[src/rtl/cp0_exc_ctrl.sv]
// cp0_exc_ctrl: CP0 register file plus exception/ERET sequencer for the 5-stage
// MIPS32 core. Resolves traps for the MEM instruction and redirects fetch.
module cp0_exc_ctrl #(
  parameter logic [31:0] EXC_VECTOR   = 32'hBFC00380,
  parameter logic [31:0] RESET_STATUS = 32'h00400000
) (
  input  logic        clk,
  input  logic        rst,
  input  logic [5:0]  HWInt,
  input  logic        MEMValid,
  input  logic [31:0] MEMPC,
  input  logic        MEMInDelaySlot,
  input  logic [6:0]  MEMExc,
  input  logic [31:0] MEMBadAddr,
  input  logic        MEMIsEret,
  input  logic        WBCP0We,
  input  logic [4:0]  WBCP0WAddr,
  input  logic [31:0] WBCP0WData,
  input  logic [4:0]  RAddr,
  output logic [31:0] RData,
  output logic        MEMKill,
  output logic        Flush,
  output logic        RedirectValid,
  output logic [31:0] RedirectPC,
  output logic [31:0] StatusOut,
  output logic [31:0] EPCOut
);
  localparam logic [31:0] STATUS_WMASK = 32'h0040FF03;

  typedef enum logic [1:0] {
    NORMAL     = 2'd0,
    EXC_FLUSH  = 2'd1,
    ERET_FLUSH = 2'd2
  } state_t;

  state_t      state_reg, state_next;
  logic [31:0] badvaddr_reg, count_reg, compare_reg, status_reg, cause_reg, epc_reg;
  logic [31:0] redirect_pc_reg;
  logic [31:0] status_next, cause_next, epc_next, count_next;
  logic        toggle_reg, timer_pend_reg;
  logic        wr_count, wr_compare, wr_status, wr_cause, wr_epc;
  logic        int_req, exc_taken, eret_taken, exc_is_addr, flush_state;
  logic [4:0]  exc_code;

  assign wr_count   = WBCP0We && (WBCP0WAddr == 5'd9);
  assign wr_compare = WBCP0We && (WBCP0WAddr == 5'd11);
  assign wr_status  = WBCP0We && (WBCP0WAddr == 5'd12);
  assign wr_cause   = WBCP0We && (WBCP0WAddr == 5'd13);
  assign wr_epc     = WBCP0We && (WBCP0WAddr == 5'd14);

  assign int_req    = MEMValid & status_reg[0] & ~status_reg[1]
                    & (|(cause_reg[15:8] & status_reg[15:8]));
  assign exc_taken  = (state_reg == NORMAL) & MEMValid & ((|MEMExc) | int_req);
  assign eret_taken = (state_reg == NORMAL) & MEMValid & MEMIsEret & ~exc_taken;
  assign MEMKill    = exc_taken;

  // Fixed priority: fetch fault first, data address faults last, interrupt as fallback.
  always_comb begin
    exc_code    = 5'd0;
    exc_is_addr = 1'b0;
    if (MEMExc[6]) begin
      exc_code    = 5'd4;
      exc_is_addr = 1'b1;
    end else if (MEMExc[5]) begin
      exc_code = 5'd10;
    end else if (MEMExc[4]) begin
      exc_code = 5'd12;
    end else if (MEMExc[3]) begin
      exc_code = 5'd8;
    end else if (MEMExc[2]) begin
      exc_code = 5'd9;
    end else if (MEMExc[1]) begin
      exc_code    = 5'd4;
      exc_is_addr = 1'b1;
    end else if (MEMExc[0]) begin
      exc_code    = 5'd5;
      exc_is_addr = 1'b1;
    end
  end

  always_comb begin
    state_next  = state_reg;
    flush_state = 1'b0;
    case (state_reg)
      NORMAL: begin
        if (exc_taken)       state_next = EXC_FLUSH;
        else if (eret_taken) state_next = ERET_FLUSH;
      end
      EXC_FLUSH: begin
        flush_state = 1'b1;
        state_next  = NORMAL;
      end
      ERET_FLUSH: begin
        flush_state = 1'b1;
        state_next  = NORMAL;
      end
      default: state_next = NORMAL;
    endcase
  end

  // Trap side effects are applied after mtc0 so they override the fields they own.
  always_comb begin
    status_next = status_reg;
    if (wr_status)
      status_next = (status_reg & ~STATUS_WMASK) | (WBCP0WData & STATUS_WMASK);
    if (exc_taken)       status_next[1] = 1'b1;
    else if (eret_taken) status_next[1] = 1'b0;

    cause_next        = cause_reg;
    cause_next[15:10] = {HWInt[5] | timer_pend_reg, HWInt[4:0]};
    if (wr_cause) cause_next[9:8] = WBCP0WData[9:8];
    if (exc_taken) begin
      cause_next[6:2] = exc_code;
      if (!status_reg[1]) cause_next[31] = MEMInDelaySlot;
    end

    epc_next = epc_reg;
    if (wr_epc) epc_next = WBCP0WData;
    if (exc_taken && !status_reg[1])
      epc_next = MEMInDelaySlot ? (MEMPC - 32'd4) : MEMPC;

    count_next = count_reg;
    if (wr_count)        count_next = WBCP0WData;
    else if (toggle_reg) count_next = count_reg + 32'd1;
  end

  always_ff @(posedge clk) begin
    if (rst) begin
      state_reg       <= NORMAL;
      badvaddr_reg    <= 32'd0;
      count_reg       <= 32'd0;
      compare_reg     <= 32'd0;
      status_reg      <= RESET_STATUS;
      cause_reg       <= 32'd0;
      epc_reg         <= 32'd0;
      redirect_pc_reg <= 32'd0;
      toggle_reg      <= 1'b0;
      timer_pend_reg  <= 1'b0;
    end else begin
      state_reg  <= state_next;
      status_reg <= status_next;
      cause_reg  <= cause_next;
      epc_reg    <= epc_next;
      count_reg  <= count_next;
      toggle_reg <= ~toggle_reg;
      if (wr_compare) compare_reg <= WBCP0WData;
      if (wr_compare)                    timer_pend_reg <= 1'b0;
      else if (count_reg == compare_reg) timer_pend_reg <= 1'b1;
      if (exc_taken && exc_is_addr) badvaddr_reg <= MEMBadAddr;
      if (exc_taken)       redirect_pc_reg <= EXC_VECTOR;
      else if (eret_taken) redirect_pc_reg <= epc_reg;
    end
  end

  always_comb begin
    case (RAddr)
      5'd8:    RData = badvaddr_reg;
      5'd9:    RData = count_reg;
      5'd11:   RData = compare_reg;
      5'd12:   RData = status_reg;
      5'd13:   RData = cause_reg;
      5'd14:   RData = epc_reg;
      default: RData = 32'd0;
    endcase
  end

  assign Flush         = flush_state;
  assign RedirectValid = flush_state;
  assign RedirectPC    = redirect_pc_reg;
  assign StatusOut     = status_reg;
  assign EPCOut        = epc_reg;

endmodule
[config.mk]
export PLATFORM = sky130hd
export DESIGN_NAME = cp0_exc_ctrl
export DESIGN_NICKNAME = d
export VERILOG_FILES = /design/src/rtl/cp0_exc_ctrl.sv
export SDC_FILE = /design/constraint.sdc
export NUM_CORES = 1
export LEC_CHECK = 0
export CAP_MARGIN = 25
export CORE_ASPECT_RATIO = 0.75
export CORE_UTILIZATION = 46
export CTS_BUF_LIST = sky130_fd_sc_hd__clkbuf_4 sky130_fd_sc_hd__clkbuf_8
export CTS_CLUSTER_SIZE = 10
export DETAILED_ROUTE_END_ITERATION = 10
export PLACE_DENSITY = 0.8
export SETUP_SLACK_MARGIN = 0.5
export SYNTH_ARGS = -nofsm -noshare
export SYNTH_HDL_FRONTEND = slang
export SYNTH_SLANG_ARGS = --single-unit
[constraint.sdc]
create_clock -name clk -period 2.1 [get_ports clk]
set_input_delay 0.42 -clock clk [delete_from_list [all_inputs] [get_ports clk]]
set_output_delay 0.42 -clock clk [all_outputs]
set_load 0.03 [all_outputs]
==> impl_metrics.env, run 1 <==
export IMPL_status="finished, violations left"
export IMPL_violations="design-rule violations, negative setup slack"
export IMPL_synth_seq_cells=188
export IMPL_io_pins=256
export IMPL_hold_class="in -> reg"
export IMPL_initial_core_util=0.471
export IMPL_yosys_area_top_type="dfxtp_1"
export IMPL_synth_yosys_seq_area_share=0.393
export IMPL_worstSetupStartpointType="input pin"
export IMPL_finalSetupViolCount=50
export IMPL_design_area_um2=17600
export IMPL_fin_crit_sh=1.17
export IMPL_synth_edf_count=0
export IMPL_ys_types=62
export IMPL_yosysWarningCount=0
export IMPL_met2_usage=0.623
export IMPL_die_area_um2=21400
export IMPL_synth_avg_cell_area_um2=8.11
export IMPL_dp_hpwl_mm=27.5
export IMPL_use_met1=0.542
export IMPL_finClkSkew_ns=0.0185
export IMPL_die_y_um=127
export IMPL_cts_hold_fix_buffers=0
export IMPL_core_area_um2=20300
export IMPL_rrSetupSlack_ns=-0.16
export IMPL_finalHoldViolCount=0
export IMPL_met3_usage=0.120
export IMPL_worstPathRequired_ns=1.68
export IMPL_clk_latency_ns=0.50
export IMPL_criticalPathCategory="in -> out"
export IMPL_drc=7
export IMPL_antenna_found_initial=1
export IMPL_leakagePower_nw=6.67
export IMPL_grt_pass1_vias=11278
export IMPL_max_freq_mhz=408
export IMPL_slew_headroom=0.550
export IMPL_num_rows=45
export IMPL_die_w_um=169
export IMPL_drtIter0Drc=2304
export IMPL_clk_pin_slew_worst_paths_ns=0.11
export IMPL_grtUsageTotal=0.415
export IMPL_fin_nets=1731
export IMPL_cts_path_max_buffers=2
export IMPL_synth_top_flop_cell="dfxtp_1"
export IMPL_p_per_area_nw_per_um2=524
export IMPL_drive_gt1_frac=0.539
export IMPL_dpl_cell_count=1740
export IMPL_reg2regPathDepth=5
export IMPL_gr_total_overflow=0
export IMPL_grt_busiest_layer="met2"
export IMPL_cts_tree="yes"
export IMPL_fill_cells=866
export IMPL_clkSinkCount=188
export IMPL_place_worst_setup_slack_ns=-0.620
export IMPL_io_buffers=234
export IMPL_setup_ws_ns=-0.349
export IMPL_cts_root_buf="clkbuf_8"
export IMPL_crit_fanout=8
export IMPL_instances_no_fill=1897
export IMPL_cts_buffers=17
export IMPL_wl_mm=57.5
export IMPL_rr_endpoint="count_reg[25]"
export IMPL_drt_vias_per_instance=6.83
export IMPL_syn_area_um2=9570
export IMPL_antennaDiodeCount=0
export IMPL_grt_pass1_wl_mm=66.7
export IMPL_dr_pass1_iters=11
export IMPL_area_growth_pct=83.6
export IMPL_dr_total_vias=12951
export IMPL_peakVddDrop_v=0.000411
export IMPL_ant_nets=0
export IMPL_final_max_slew_viol_count=0
export IMPL_grt_max_degree=111
export IMPL_arrival_ns=2.03
export IMPL_r2r_start="count_reg[13]"
export IMPL_synth_cells=1179
export IMPL_maxCapViolations=0
export IMPL_htree_levels=4
export IMPL_crit_path_end_kind="primary output"
export IMPL_synth_area_top_cells="dfxtp_1 39%, nand2_1 8.3%, xnor2_1 6.2%"
export IMPL_critical_path_endpoint="RData[0]"
export IMPL_synth_top_cell_area_share=0.393
export IMPL_routedWlPerCell_um=30.3
export IMPL_max_slew_worst_pin_slew_ns=0.671
export IMPL_synthArstFlopShare=0
export IMPL_dpl_instance_area_um2=13600
export IMPL_startpoint="RAddr[0]"
export IMPL_gp_congestion=0.935
export IMPL_synthTopCellsByCount="211 x nand2_1, 188 x dfxtp_1, 99 x nor2_1, 93 x a21oi_1, 77 x a211oi_1"
export IMPL_rsz0062_at_grt="yes"
export IMPL_fin_crit_ns=2.45
export IMPL_synth_most_common_cell="nand2_1"
-- cells by family (layout without fill, tap and decap cells) --
| group | Yosys count | count (layout) | synth area share |
|---|---|---|---|
| buffers and inverters | 116 | 531 | 0.0572 |
| AO/OA/AOI/OAI | 277 | 277 | 0.195 |
| XOR/XNOR | 83 | 83 | 0.0760 |
| other | 1 | 21 | 0.000392 |
| adder cells (fa/ha/maj) | 3 | 3 | 0.00392 |
| flip-flops | 188 | 188 | 0.393 |
| multiplexers | 24 | 24 | 0.0252 |
| AND/OR/NAND/NOR | 487 | 488 | 0.249 |
-- layer usage --
layer  share of wire  vias up
met5               0        -
met4           0.087        0
met3            0.17      500
li1                -     4988
met2            0.40     1354
met1            0.34     6109
-- worst min-delay path by stage --
stage                          start               end  slack [ns]  depth (start not counted)
finish                      MEMPC[7]         EPCOut[7]        0.23                          3
global placement      RedirectPC[13]    RedirectPC[13]        0.44                          2
detailed placement     RedirectPC[3]     RedirectPC[3]        0.45                          2
floorplan           badvaddr_reg[31]  badvaddr_reg[31]        0.44                          2
global route                MEMPC[7]         EPCOut[7]        0.23                          3
CTS                         MEMPC[7]         EPCOut[7]        0.23                          3
-- placed cells by master, fill, tap and decap left out, types with 8 or more instances in the layout --
cell,n
buf_6,96
nand4_1,20
buf_16,17
clkdlybuf4s15_2,10
clkbuf_16,12
a222oi_1,8
a211oi_1,20
a211oi_4,18
clkdlybuf4s50_1,93
clkbuf_8,17
dfxtp_4,16
a21oi_1,29
nor2_4,32
nand2_1,140
dfxtp_1,137
buf_12,40
a22oi_2,61
nand3_4,11
dlygate4sd2_1,8
conb_1,21
nand2_2,37
mux2i_1,23
nor3_2,18
nand2_4,34
nor2_1,62
a211oi_2,40
nor4_4,10
dfxtp_2,35
xnor2_1,61
buf_4,135
a21oi_2,62
buf_2,63
nor3_4,9
xor2_1,13
nor2b_1,29
-- through the flow --
step / utilization / TNS, ns / total power [mW] / hold slack [ns]
final: 0.864 / -9.77 / 9.21 / 0.229
after global routing: 0.864 / -12.44 / 9.33 / 0.228
after CTS: 0.785 / -6.95 / 8.58 / 0.230
after detailed placement: 0.671 / -42.35 / 5.61 / 0.449
after global placement: 0.671 / -34.32 / 5.59 / 0.438
after floorplan: - / 0 / 4.70 / 0.436
-- power by group --
part	internal (mW)	leakage [nW]	switching [mW]	total (mW)
logic	1.06	4.90	1.36	2.43
registers	3.72	1.56	0.238	3.96
clock network	1.33	0.214	1.49	2.82
total	6.11	6.67	3.09	9.21
-- worst max-delay path, stage by stage --
cell             delay (ns)
clkdlybuf4s15_2        0.21
buf_6                  0.14
nand2_2                0.09
nor2_4                 0.07
buf_6                  0.11
buf_6                  0.12
buf_16                 0.16
a222oi_1               0.41
nand2_2                0.13
buf_6                  0.17
-- final cells by class --
class / count / area [µm²] / share of cell area
Multi-Input combinational cell: 896 / 7630 / 0.434
Inverter: 9 / 33.8 / 0.00192
Timing Repair Buffer: 491 / 5250 / 0.299
Sequential cell: 188 / 3870 / 0.220
Clock inverter: 12 / 188 / 0.0107
Tap cell: 282 / 353 / 0.0201
Clock buffer: 19 / 249 / 0.0142
-- repair_timing --
action                                  in CTS  in global routing
pin swaps                                  115                137
gates resized for setup                    657                379
gates cloned                                21                 17
endpoints found under the setup margin     276                235
setup buffers                               49                 39
(Power assumes the default switching activity.)
==> inputs of run 2 (changes only) <==
--- a/config.mk
+++ b/config.mk
@@ -13,6 +13,7 @@
 export DETAILED_ROUTE_END_ITERATION = 10
 export PLACE_DENSITY = 0.8
 export SETUP_SLACK_MARGIN = 0.5
+export SLEW_MARGIN = 20
 export SYNTH_ARGS = -nofsm -noshare
 export SYNTH_HDL_FRONTEND = slang
 export SYNTH_SLANG_ARGS = --single-unit
==> constraint.sdc (replaced) <==
create_clock -name clk -period 2.1 [get_ports clk]
set_input_delay 0.42 -clock clk [delete_from_list [all_inputs] [get_ports clk]]
set_output_delay 0.42 -clock clk [all_outputs]
set_load 0.005 [all_outputs]
==> run 2 against run 1 <==
Power fell by 0.96%. Critical path type unchanged. Via count is 3.7% higher. Clock power shrank 3%. The run ends with negative setup slack left.
==> impl_metrics.env, run 2 (synthesized netlist as in run 1, its figures left out) <==
export IMPL_status="finished, violations left"
export IMPL_violations="negative setup slack"
export IMPL_drtIter0Drc=2202
export IMPL_finalSetupViolCount=35
export IMPL_p_per_area_nw_per_um2=515
export IMPL_clk_latency_ns=0.56
export IMPL_critPathMaxStageDelay_ns=0.41
export IMPL_arrival_ns=2.05
export IMPL_drive_gt1_frac=0.539
export IMPL_final_max_slew_viol_count=0
export IMPL_cts_root_buf="clkbuf_8"
export IMPL_worstPathCellList="buf_6, or3b_4, buf_6, nor2_4, buf_12, buf_12, buf_12, buf_12, buf_4, a22oi_2, nand2_1, buf_2"
export IMPL_dr_pass1_iters=11
export IMPL_peakVddDrop_v=0.000367
export IMPL_initial_core_util=0.471
export IMPL_area_growth_pct=85.2
export IMPL_die_w_um=169
export IMPL_finalPower_mw=9.12
export IMPL_slew_headroom=0.593
export IMPL_core_area_um2=20300
export IMPL_design_area_um2=17700
export IMPL_finClkSkew_ns=0.0335
export IMPL_setup_ws_ns=-0.369
export IMPL_cts_tree="yes"
export IMPL_io_pins=256
export IMPL_max_slew_worst_pin_slew_ns=0.609
export IMPL_place_worst_setup_slack_ns=-0.900
export IMPL_worstSetupStartpointType="input pin"
export IMPL_crit_path_end_kind="primary output"
export IMPL_clk_pin_slew_worst_paths_ns=0.14
export IMPL_die_area_um2=21400
export IMPL_fin_nets=1772
export IMPL_gp_congestion=0.992
export IMPL_fin_util=0.871
export IMPL_io_buffers=234
export IMPL_cts_buffers=17
export IMPL_cts_hold_fix_buffers=0
export IMPL_die_y_um=127
export IMPL_crit_fanout=5
export IMPL_drc=0
export IMPL_reg2regPathDepth=8
export IMPL_dr_total_vias=13435
export IMPL_fin_setup_tns_ns=-8.64
export IMPL_dp_hpwl_mm=28.1
export IMPL_critPathMostFrequentCell="buf_12"
export IMPL_wl_mm=61.2
export IMPL_criticalPathCategory="in -> out"
export IMPL_max_freq_mhz=405
export IMPL_cts_path_max_buffers=2
export IMPL_ant_nets=0
export IMPL_grt_pass1_wl_mm=70.3
export IMPL_leakagePower_nw=7.26
export IMPL_fin_crit_sh=1.18
export IMPL_dpl_instance_area_um2=13400
export IMPL_min_path_cells=3
export IMPL_gr_total_overflow=0
export IMPL_mostFrequentLayoutCells="173 x buf_4, 114 x nand2_1, 92 x clkdlybuf4s50_1"
export IMPL_grtUsageTotal=0.438
export IMPL_drt_vias_per_instance=6.93
export IMPL_routedWlPerCell_um=31.5
export IMPL_grt_max_degree=63
export IMPL_fin_crit_ns=2.47
export IMPL_final_common_cell="buf_4"
export IMPL_antenna_found_initial=2
export IMPL_num_rows=45
export IMPL_hold_class="in -> reg"
export IMPL_worstPathRequired_ns=1.68
export IMPL_rsz0062_at_grt="yes"
export IMPL_finalHoldViolCount=0
export IMPL_htree_levels=4
export IMPL_grt_pass1_vias=11591
export IMPL_clkSinkCount=188
export IMPL_maxCapViolations=0
export IMPL_slowest_stage="or3b_4"
[run 2: final timing paths]
| path | start | to | slack, ns |
|---|---|---|---|
| worst max-delay path | RAddr[2] | RData[29] | -0.37 |
| worst min-delay path | MEMPC[7] | EPCOut[7] | 0.29 |
| worst max register to register | cause_reg[15] | EPCOut[7] | -0.11 |
| worst min register to register | RedirectPC[10] | RedirectPC[10] | 0.47 |
[run 2: what timing repair did]
item | CTS | global route
cloned | 20 | 13
pin swaps | 117 | 154
setup endpoints to repair | 267 | 219
gates resized for setup | 647 | 369
buffers inserted | 81 | 46
[run 2: area by class of cell]
class	instances	area (µm²)
fill	826	2610
antenna	1	2.50
inverter	9	36.3
multi-input combinational	899	7570
timing repair buffer	529	5380
sequential	188	3970
tap	282	353
clock buffer	17	234
clock inverter	15	170
[run 2: critical path, delay by kind of cell]
kind	cells	cell delay, ns
AO/OA/AOI/OAI	1	0.06
buffers and inverters	8	0.91
AND/OR/NAND/NOR	3	0.65
[run 2: routing by layer]
| layer | track usage | routed length, µm |
|---|---|---|
| met1 | 0.564 | 19900 |
| met2 | 0.667 | 25100 |
| met3 | 0.129 | 9680 |
| met4 | 0.225 | 6320 |
| met5 | 0 | 151 |
[run 2: through the flow]
step,hold slack [ns],instances
floorplan,0.436,1199
global placement,0.437,1747
detailed placement,0.446,1747
CTS,0.219,1880
global route,0.274,1939
finish,0.285,1940
[run 2: power breakdown]
part           switching (mW)  internal (mW)
clock                    1.73           1.01
combinational            1.25           1.16
sequential              0.239           3.73
total                    3.21           5.91
